## config.mk

```make
export PLATFORM = sky130hd
export DESIGN_NAME = gray_counter_ctrl
export DESIGN_NICKNAME = d
export VERILOG_FILES = /design/src/rtl/gray_counter_ctrl.sv
export SDC_FILE = /design/constraint.sdc
export NUM_CORES = 1
export LEC_CHECK = 0
export CORE_MARGIN = 2
export CORE_UTILIZATION = 56
export DETAILED_ROUTE_END_ITERATION = 10
export DONT_BUFFER_PORTS = 1
export GPL_TIMING_DRIVEN = 0
export PLACE_DENSITY = 0.73
export REMOVE_ABC_BUFFERS = 1
export SYNTH_ARGS = -nofsm -noshare
export SYNTH_HDL_FRONTEND = slang
export SYNTH_SLANG_ARGS = --single-unit
export TNS_END_PERCENT = 10
```

## constraint.sdc

```tcl
create_clock -name in_clk -period 1.67 [get_ports in_clk]
set_input_delay 0.334 -clock in_clk [delete_from_list [all_inputs] [get_ports in_clk]]
set_output_delay 0.334 -clock in_clk [all_outputs]
set_load 0.005 [all_outputs]
```

## src/rtl/gray_counter_ctrl.sv

```systemverilog
// gray_counter_ctrl: job sequencer for a gray_counter datapath.
// Accepts a job (gray start value, direction, step count), drives the
// counter's select / parallel-load inputs through LOAD, RUN and DONE, and
// checks the counter's gray feedback against an internal binary shadow.
module gray_counter_ctrl #(
  parameter int n = 3,
  parameter int w = 8
) (
  input  logic         in_clk,
  input  logic         rst,
  input  logic         in_start,
  input  logic         in_dir,
  input  logic [n-1:0] in_load_val,
  input  logic [w-1:0] in_steps,
  input  logic         in_abort,
  input  logic [n-1:0] in_g,
  output logic [1:0]   ou_sel,
  output logic [n-1:0] ou_p,
  output logic         ou_busy,
  output logic         ou_done,
  output logic         ou_abrt,
  output logic         ou_err
);

  typedef enum logic [1:0] {
    ST_IDLE = 2'b00,
    ST_LOAD = 2'b01,
    ST_RUN  = 2'b10,
    ST_DONE = 2'b11
  } state_t;

  // Counter select encodings as seen by gray_counter.in_sel.
  localparam logic [1:0] SEL_HOLD = 2'b00;
  localparam logic [1:0] SEL_LOAD = 2'b10;
  localparam logic [1:0] SEL_UP   = 2'b11;
  localparam logic [1:0] SEL_DN   = 2'b01;

  localparam logic [n-1:0] shadow_one_c = {{(n-1){1'b0}}, 1'b1};
  localparam logic [w-1:0] steps_zero_c = {w{1'b0}};
  localparam logic [w-1:0] steps_one_c  = {{(w-1){1'b0}}, 1'b1};

  // Gray to binary: each binary bit is the XOR of all gray bits at or above it.
  function automatic logic [n-1:0] gray_to_bin(input logic [n-1:0] g);
    logic [n-1:0] b;
    b[n-1] = g[n-1];
    for (int i = n - 2; i >= 0; i--) begin
      b[i] = b[i+1] ^ g[i];
    end
    return b;
  endfunction

  // Binary to gray.
  function automatic logic [n-1:0] bin_to_gray(input logic [n-1:0] b);
    return b ^ (b >> 1);
  endfunction

  state_t         state_r;
  logic [1:0]     sel_r;
  logic [n-1:0]   p_r;
  logic           busy_r;
  logic           done_r;
  logic           abrt_r;
  logic           err_r;
  logic           dir_r;
  logic [n-1:0]   shadow_r;
  logic [w-1:0]   remaining_r;

  logic [n-1:0]   shadow_gray_s;
  logic           check_en_s;
  logic           mismatch_s;
  logic [n-1:0]   shadow_step_s;

  // Feedback check: the counter is only expected to track the shadow once loaded.
  always_comb begin
    shadow_gray_s = bin_to_gray(shadow_r);
    check_en_s    = (state_r == ST_RUN) || (state_r == ST_DONE);
    mismatch_s    = (in_g != shadow_gray_s);
    if (dir_r) begin
      shadow_step_s = shadow_r + shadow_one_c;
    end else begin
      shadow_step_s = shadow_r - shadow_one_c;
    end
  end

  // Sequencer FSM with all outputs, shadow and step counter registered.
  always_ff @(posedge in_clk or posedge rst) begin
    if (rst) begin
      state_r     <= ST_IDLE;
      sel_r       <= SEL_HOLD;
      p_r         <= {n{1'b0}};
      busy_r      <= 1'b0;
      done_r      <= 1'b0;
      abrt_r      <= 1'b0;
      err_r       <= 1'b0;
      dir_r       <= 1'b0;
      shadow_r    <= {n{1'b0}};
      remaining_r <= {w{1'b0}};
    end else begin
      done_r <= 1'b0;
      abrt_r <= 1'b0;
      // Sticky: a later start is the only thing that clears it.
      if (check_en_s && mismatch_s) begin
        err_r <= 1'b1;
      end
      case (state_r)
        ST_IDLE: begin
          sel_r  <= SEL_HOLD;
          busy_r <= 1'b0;
          // A simultaneous abort is ignored here, so start wins.
          if (in_start) begin
            state_r     <= ST_LOAD;
            sel_r       <= SEL_LOAD;
            p_r         <= in_load_val;
            dir_r       <= in_dir;
            remaining_r <= in_steps;
            err_r       <= 1'b0;
            busy_r      <= 1'b1;
          end
        end
        ST_LOAD: begin
          // The counter takes ou_p on this same edge.
          shadow_r <= gray_to_bin(p_r);
          if (in_abort) begin
            state_r <= ST_IDLE;
            sel_r   <= SEL_HOLD;
            busy_r  <= 1'b0;
            abrt_r  <= 1'b1;
          end else if (remaining_r == steps_zero_c) begin
            state_r <= ST_DONE;
            sel_r   <= SEL_HOLD;
            done_r  <= 1'b1;
          end else begin
            state_r <= ST_RUN;
            sel_r   <= dir_r ? SEL_UP : SEL_DN;
          end
        end
        ST_RUN: begin
          // The counter steps on every RUN edge; the shadow follows it.
          shadow_r    <= shadow_step_s;
          remaining_r <= remaining_r - steps_one_c;
          if (in_abort) begin
            state_r <= ST_IDLE;
            sel_r   <= SEL_HOLD;
            busy_r  <= 1'b0;
            abrt_r  <= 1'b1;
          end else if (remaining_r == steps_one_c) begin
            state_r <= ST_DONE;
            sel_r   <= SEL_HOLD;
            done_r  <= 1'b1;
          end else begin
            state_r <= ST_RUN;
          end
        end
        ST_DONE: begin
          state_r <= ST_IDLE;
          sel_r   <= SEL_HOLD;
          busy_r  <= 1'b0;
          if (in_abort) begin
            abrt_r <= 1'b1;
          end else begin
            abrt_r <= 1'b0;
          end
        end
        default: begin
          state_r <= ST_IDLE;
          sel_r   <= SEL_HOLD;
          busy_r  <= 1'b0;
        end
      endcase
    end
  end

  assign ou_sel  = sel_r;
  assign ou_p    = p_r;
  assign ou_busy = busy_r;
  assign ou_done = done_r;
  assign ou_abrt = abrt_r;
  assign ou_err  = err_r;

endmodule

```

* Word-level counts from Yosys, hierarchy flattened
Index checks and enable logic that the tools add are counted.
Cells by class: reductions and logical operators 10, bitwise operators 3, multiplexer cells 30, eq/ne operators 8, add/subtract/negate cells 3
Operators with widths (number):
- $mux 2 | 9
- $pmux 2 s4 | 2
- $pmux 8 s2 | 1
- $mux 1 | 13
- $eq 8x1->1 const B | 1
- $logic_not 8->1 | 1
- $mux 8 | 1
- $sub 8x1->8 const B | 1
- $pmux 3 s2 | 1
- $eq 2x2->1 const B | 2
- $reduce_and 2->1 | 2
- $reduce_bool 2->1 | 2
- $add 3x1->3 const B | 1
- $mux 3 | 1
- $ne 3x2->1 const B | 1
- $ne 3x3->1 | 1
- $pmux 1 s3 | 1
- $reduce_or 3->1 | 1
- $sub 3x1->3 const B | 1
- $xor 3x2->3 | 1
- $eq 2x1->1 const B | 1
- $logic_not 2->1 | 1
- $ne 2x1->1 const B | 1
- $ne 2x2->1 const B | 1
- other kinds (5) | 6
Storage, ports and cells: output and inout port bits 9, bits of input ports 19, logic and storage cells 64, register bits after elaboration 23

* Depth between registers and ports, before layout
Gate-level depths: netlist (run 1).
depth in word-level cells 6, depth in mapped cells 7

* Worst setup path before layout (run 1)
Ideal clock, no wire load.
path kind reg-to-reg, start point register remaining_r[1], end point register sel_r[1], in the netlist ou_sel[1], library setup time 126 ps, slack 27 ps, path buffers 0, arrival time 1517 ps, stages on the path, launching flop included 7, path through dfrtp_1 -> inv_1 -> ha_1 -> nor2b_1 -> a311oi_4 -> o32ai_2 -> a221o_1
On the way: cells in the longest elaborated chain, start to end 4, elaborated cells on any way between the ends 6, those cells by class eq/ne: 2; mux: 3; reduce/logical: 1
RTL lines:
- start, declared | RTL line 66 | logic [w-1:0] remaining_r;
- start signal, assigned | RTL line 97 | remaining_r <= {w{1'b0}};
- start signal, assigned | RTL line 115 | remaining_r <= in_steps;
- start signal, assigned | RTL line 140 | remaining_r <= remaining_r - steps_one_c;
- $logic_not 8->1 | RTL line 128 | end else if (remaining_r == steps_zero_c) begin
- $mux 2 | RTL line 128
- $mux 2 | RTL line 123 | if (in_abort) begin
- $pmux 2 s4 | RTL line 105 | case (state_r)
- end signal, assigned | RTL line 134 | sel_r <= dir_r ? SEL_UP : SEL_DN;
- end, declared | RTL line 58 | logic [1:0] sel_r;
Several ways; a longest one is shown, not always the timed one. A chain may end at the register's enable or synchronous reset.

* Worst setup path after layout (run 1)
start point register remaining_r[0], end point register sel_r[1], in the netlist ou_sel[1]
The elaborated chain is that of the path after synthesis.

==> results.py, run 1 <==
metrics = {
    "detailed_routing": {
        "wl_met3_um": 169,
        "drc": 0,
        "routedWlPerCell_um": 16.81,
        "met1Wirelength_mm": 1.227,
        "highest_layer": "met4",
        "drt_iter0_drc": 8,
        "firstDrtPassIters": 4,
        "wirelength_mm": 3.009,
        "ant_nets": 0,
        "vias": 1117,
        "vias_per_cell": 6.240,
        "wl_met2_mm": 1.573,
    },
    "synth": {
        "synth_flop_cell": "dfrtp_1",
        "synth.top_cells.by_count": "dfrtp_1 (23), nor2_1 (13), a21oi_1 (12), nand2_1 (12), inv_1 (9)",
        "yosysTopAreaCell": "dfrtp_1",
        "synthArstFlopShare": 1.000,
        "yosys_warnings": 0,
        "ys_top_cells_by_area": "dfrtp_1 (41%), ha_1 (6.2%), a21oi_1 (4.3%)",
        "avgSynthCellArea_um2": 9.633,
        "syn_inst": 146,
        "synth_seq_cells": 23,
        "ys_seq_area_frac": 0.4093,
        "synth_area_mm2": 0.001406,
        "yosysMostFrequentCell": "dfrtp_1",
        "synth_cell_type_count": 43,
        "synth_edf_count": 0,
        "synthDominantCellAreaShare": 0.4093,
    },
    "clock_tree": {
        "clkSlewWorstSetupHoldPaths_ps": 130,
        "holdBufCountCts": 0,
        "insertion_delay_ps": 310,
        "cts_tree": "yes",
        "htree_levels": 1,
        "cts_sinks": 23,
        "numCtsBuffers": 3,
        "clockRootBuffer": "clkbuf_4",
        "cts_buffer_depth": 2,
    },
    "power_and_ir_drop": {
        "seq_power_share": 0.376,
        "p_sw_uw": 1348,
        "intPower_uw": 1680,
        "p_total_uw": 3028,
        "pwr-share-clk": 0.085,
        "ir_worst_vdd_mv": 1.279,
        "swShare": 0.4452,
        "power.leakage_uw": 0.0006662,
        "combPwrFrac": 0.539,
        "cellPowerDensity_mw_per_mm2": 1963,
    },
    "timing": {
        "finalCritPeriodShare": 1.008,
        "post-route-min-period_ps": 1683,
        "tightestPinTransition_ps": 889.3,
        "relSlewSlack": 0.4065,
        "clock.fmax_mhz": 594.2,
        "rsz0062_at_grt": "yes",
        "final_max_slew_viol_count": 0,
        "finalHoldViolCount": 0,
        "timing.final.ws_setup_ps": -13.02,
        "finalClockSkew_ps": 12.19,
        "finalSetupViolCount": 1,
    },
    "global_route": {
        "grt_max_degree": 24,
        "antenna_found_initial": 0,
        "grt_pass1_wl_mm": 4.809,
        "grt-ovfl-total": 0,
        "grt.total_usage": 0.2320,
        "grt_pass1_vias": 1072,
    },
    "worst_setup_path": {
        "worstSetupPathType": "flip-flop to flip-flop",
        "startpoint_type": "flip-flop",
        "worstSetupEndpointType": "flip-flop",
        "path_cells": "ha_1, nor2b_2, a311oi_4, o32ai_2, a221o_1",
        "cp.arrival_ps": 1890,
        "cp_max_fo": 4,
        "cpPeakStageDelay_ps": 450,
        "critical_path.slowest_cell": "dfrtp_1",
        "required_ps": 1880,
    },
    "floorplan": {
        "ios": 28,
        "dieArea_mm2": 0.002928,
        "core-area_mm2": 0.002432,
        "rows": 18,
        "die_x_um": 54.12,
        "die_h_um": 54.12,
        "start_util": 0.5782,
    },
    "flow_run": {
        "drv_cap": 0,
    },
    "finish": {
        "stdcell_count": 179,
        "n_fill_cell": 205,
        "seq_area_um2": 575.6,
        "multi_input_area_um2": 832.0,
        "nets": 177,
        "num_antenna_cells": 0,
        "area_growth_pct": 9.698,
        "drive_gt1_frac": 0.1946,
        "final_util": 0.6343,
    },
    "min_path": {
        "hp-class": "input port to asynchronous set/reset pin",
    },
    "placement": {
        "dp_hpwl_mm": 2.058,
        "gp_congestion": 0.7503,
        "place_inst": 171,
        "dp_slack_ps": -744.9,
        "port_buffers": 0,
    },
    "status": {
        "status": "finished with violations",
        "violations": "negative setup slack",
    },
}
-- layout by cell type, fill, tap and decap left out, types with 2 or more instances in the layout --
cell | Yosys | final
nand2_1 | 12 | 11
a21o_1 | 2 | 2
inv_2 | 1 | 2
nor2_1 | 13 | 12
inv_1 | 9 | 8
a31o_2 | 2 | 2
nand4b_1 | 3 | 3
a21oi_1 | 12 | 12
ha_1 | 7 | 5
nand2b_1 | 3 | 3
ha_4 | 0 | 2
o22ai_1 | 4 | 4
buf_4 | 0 | 3
o22a_1 | 2 | 2
nor2b_1 | 3 | 2
nor2_2 | 1 | 2
mux2_2 | 4 | 4
xor2_1 | 3 | 3
clkbuf_4 | 0 | 3
dfrtp_1 | 23 | 23
nand3_1 | 3 | 3
mux2i_1 | 6 | 6
o21a_1 | 2 | 2
a31oi_1 | 3 | 3
o21ai_0 | 4 | 4
-- routing by layer --
metal,global-route usage,vias to the layer above
met5,0,-
met4,0.1208,0
met3,0.04722,8
met2,0.3963,38
met1,0.2732,543
li1,-,528
-- cell type report --
| cell class | instances | share of cell area |
|---|---|---|
| inverter | 10 | 0.02433 |
| multi-input combinational | 108 | 0.5393 |
| clock buffer | 4 | 0.01703 |
| timing repair buffer | 4 | 0.02190 |
| sequential | 23 | 0.3731 |
| tap | 30 | 0.02433 |
-- critical path: cells and delay by family, from the launching register on --
family | cells | cell delay [ps]
AOI/OAI and AO/OA | 3 | 750
DFF | 1 | 450
adders and majority gates | 1 | 230
and+or+nand+nor | 1 | 170
-- timing repair --
action                                  in CTS  in global routing
gates cloned                                 0                  0
hold endpoints to repair                     0                  0
resized for setup                            6                  8
pin swaps                                    1                  0
endpoints found under the setup margin      18                 11
setup buffers                                4                  0
-- kinds of logic (layout without fill, tap and decap cells) --
logic type      count (synthesis)  in the layout  synth area share
flops                          23             23            0.4093
buf+inv                        15             18           0.04091
mux                            10             10           0.07473
fa+ha+maj                       8              8           0.07651
compound gates                 41             41            0.2064
simple gates                   45             45            0.1673
xor+xnor                        4              4           0.02492
-- flip-flops by register name, indices dropped and copies added, names as in the netlist --
| name | flops |
|---|---|
| shadow_r | 3 |
| remaining_r | 8 |
| dir_r | 1 |
| ou_busy | 1 |
| ou_done | 1 |
| ou_err | 1 |
| ou_sel | 2 |
| ou_abrt | 1 |
| ou_p | 3 |
| state_r | 2 |
-- final timing paths --
kind | start | end | depth (start not counted) | slack (ps)
min in group in_clk | in_start | state_r[1] | 1 | 100
hold reg to reg | ou_sel[0] | ou_sel[0] | 1 | 520
setup reg to reg | remaining_r[0] | ou_sel[1] | 5 | -10
max in group asynchronous | rst | remaining_r[5] | 1 | 1030
setup / recovery | remaining_r[0] | ou_sel[1] | 5 | -10
hold / removal | rst | ou_err | 1 | 80
-- through the flow --
step	hold WS, ps	TNS (ps)	area [µm²]
2_1_floorplan	335.9	-1333	1386
3_3_place_gp	428.9	-5398	1424
3_5_place_dp	430.7	-6083	1424
4_1_cts	93.85	-3.474	1501
5_1_grt	73.92	-75.76	1543
6_report	84.54	-13.02	1543
-- power groups by stage --
stage / clock [µW] / combinational (µW) / sequential (µW)
after floorplan: 0 / 1170 / 1050
after global placement: 0 / 1360 / 1110
after detailed placement: 0 / 1430 / 1120
after CTS: 264 / 1550 / 1110
after global routing: 304 / 1820 / 1180
final: 259 / 1630 / 1140
Power figures use the tool's default switching activity.
==> run 2: changes to the inputs <==
--- a/config.mk
+++ b/config.mk
@@ -6,11 +6,12 @@
 export NUM_CORES = 1
 export LEC_CHECK = 0
 export CORE_MARGIN = 2
-export CORE_UTILIZATION = 56
+export CORE_UTILIZATION = 59
+export CTS_BUF_LIST = sky130_fd_sc_hd__clkbuf_8
 export DETAILED_ROUTE_END_ITERATION = 10
 export DONT_BUFFER_PORTS = 1
 export GPL_TIMING_DRIVEN = 0
-export PLACE_DENSITY = 0.73
+export PLACE_DENSITY = 0.77
 export REMOVE_ABC_BUFFERS = 1
 export SYNTH_ARGS = -nofsm -noshare
 export SYNTH_HDL_FRONTEND = slang
==> run 2 against run 1 <==
Net effect:
- the run still ends with negative setup slack left
- critical path depth is 2 higher
- worst hold slack improved by 44 ps
- power grew 6.9%
- critical endpoint unchanged
- largest cell class unchanged
- highest routed layer unchanged
==> results.py, run 2 (synthesis results as in run 1) <==
metrics = {
    "status": {
        "status": "finished with violations",
        "violations": "negative setup slack",
    },
    "worst_setup_path": {
        "ff2ff_setup_slack_ps": -30,
        "worstSetupEndpointType": "flip-flop",
        "rr_endpoint": "ou_sel[1]",
        "worstSetupStartpoint": "state_r[0]",
        "worstSetupPathType": "flip-flop to flip-flop",
        "startpoint_type": "flip-flop",
        "cp_max_fo": 10,
        "r2r_cells": 7,
        "cp.arrival_ps": 1850,
        "required_ps": 1820,
        "timing.rr.start": "state_r[0]",
    },
    "detailed_routing": {
        "wl_met3_um": 188,
        "drt_iter0_drc": 22,
        "wl_met2_mm": 1.551,
        "vias_per_cell": 6.077,
        "wirelength_mm": 3.095,
        "routedWlPerCell_um": 17.10,
        "ant_nets": 0,
        "vias": 1100,
        "drc": 0,
        "firstDrtPassIters": 4,
        "highest_layer": "met4",
        "met1Wirelength_mm": 1.324,
    },
    "finish": {
        "largest_register_ffs": 8,
        "num_antenna_cells": 0,
        "mostFrequentLayoutCells": "dfrtp_1 (23), nor2_1 (13), a21oi_1 (12), nand2_1 (11), inv_1 (8)",
        "final_common_cell": "dfrtp_1",
        "top_register": "remaining_r",
        "area_growth_pct": 12.99,
        "drive_gt1_frac": 0.2092,
        "nets": 181,
    },
    "clock_tree": {
        "cts_tree": "yes",
        "cts_sinks": 23,
        "htree_levels": 1,
        "cts_buffer_depth": 2,
        "clkSlewWorstSetupHoldPaths_ps": 90,
        "clockRootBuffer": "clkbuf_8",
        "numCtsBuffers": 3,
        "insertion_delay_ps": 270,
        "holdBufCountCts": 0,
    },
    "floorplan": {
        "die_h_um": 52.82,
        "start_util": 0.6297,
        "dieArea_mm2": 0.002790,
        "rows": 17,
        "ios": 28,
        "die_x_um": 52.82,
        "core-area_mm2": 0.002233,
    },
    "global_route": {
        "grt_pass1_vias": 1120,
        "grt-ovfl-total": 0,
        "grt_max_degree": 24,
        "antenna_found_initial": 0,
        "grt_pass1_wl_mm": 5.161,
        "grt.total_usage": 0.2582,
    },
    "timing": {
        "tightestPinTransition_ps": 869.9,
        "finalCritPeriodShare": 1.020,
        "whs_ps": 128.2,
        "finalHoldViolCount": 0,
        "timing.final.ws_setup_ps": -33.94,
        "rsz0062_at_grt": "yes",
        "final_max_slew_viol_count": 0,
        "finalSetupViolCount": 1,
        "post-route-min-period_ps": 1704,
        "clock.fmax_mhz": 586.9,
        "relSlewSlack": 0.4194,
        "finalClockSkew_ps": 10.02,
    },
    "placement": {
        "dp_slack_ps": -715.7,
        "dp_hpwl_mm": 2.070,
        "gp_congestion": 0.8242,
        "port_buffers": 0,
    },
    "power_and_ir_drop": {
        "ir_worst_vdd_mv": 1.166,
        "power.leakage_uw": 0.0007000,
        "cellPowerDensity_mw_per_mm2": 2036,
        "p_total_uw": 3236,
    },
    "min_path": {
        "hp-class": "input port to asynchronous set/reset pin",
    },
    "flow_run": {
        "drv_cap": 0,
    },
}
[run 2: how the worst max path moves through the flow]
stage | endpoint | depth (start not counted)
floorplan | ou_sel[1] | 6
global placement | ou_sel[1] | 6
detailed placement | ou_sel[1] | 6
CTS | remaining_r[0] | 6
global route | ou_sel[1] | 7
finish | ou_sel[1] | 7
[run 2: final cells by class]
| cell class | instances | area, µm² |
|---|---|---|
| clock inverter | 1 | 3.754 |
| sequential | 23 | 575.6 |
| timing repair buffer | 8 | 72.57 |
| inverter | 10 | 45.04 |
| tap | 28 | 35.03 |
| clock buffer | 3 | 41.29 |
| multi-input combinational | 108 | 815.8 |
| fill | 178 | 644.4 |
[run 2: power breakdown]
part	switching [µW]	internal (µW)	total (µW)
clock	185	164	349
sequential	311	819	1130
combinational	899	859	1760
[run 2: worst max-delay path, cell delays in order, from the launching register on]
cell,delay (ps)
dfrtp_1,420
inv_2,130
ha_4,190
inv_8,60
a311oi_4,300
buf_4,180
nor2_1,40
a221o_1,260
[run 2: per-layer routing]
metal | global-route usage | up-vias
met5 | 0 | -
met4 | 0.08120 | 0
met3 | 0.04286 | 4
met2 | 0.4250 | 33
met1 | 0.3449 | 527
li1 | - | 536
[run 2: timing repair]
| action | CTS | global route |
|---|---|---|
| setup buffers | 2 | 6 |
| setup endpoints to repair | 19 | 12 |
| pin swaps | 2 | 3 |
| gates resized for setup | 7 | 7 |
| hold endpoints to repair | 0 | 0 |
[run 2: metrics by stage]
| stage | area [µm²] | TNS (ps) | instances | utilization |
|---|---|---|---|---|
| floorplan | 1386 | -1333 | 141 | - |
| global placement | 1421 | -4974 | 169 | 0.6364 |
| detailed placement | 1421 | -5596 | 169 | 0.6364 |
| CTS | 1503 | -17.62 | 175 | 0.6728 |
| global route | 1589 | -216.8 | 181 | 0.7115 |
| finish | 1589 | -33.94 | 181 | 0.7115 |
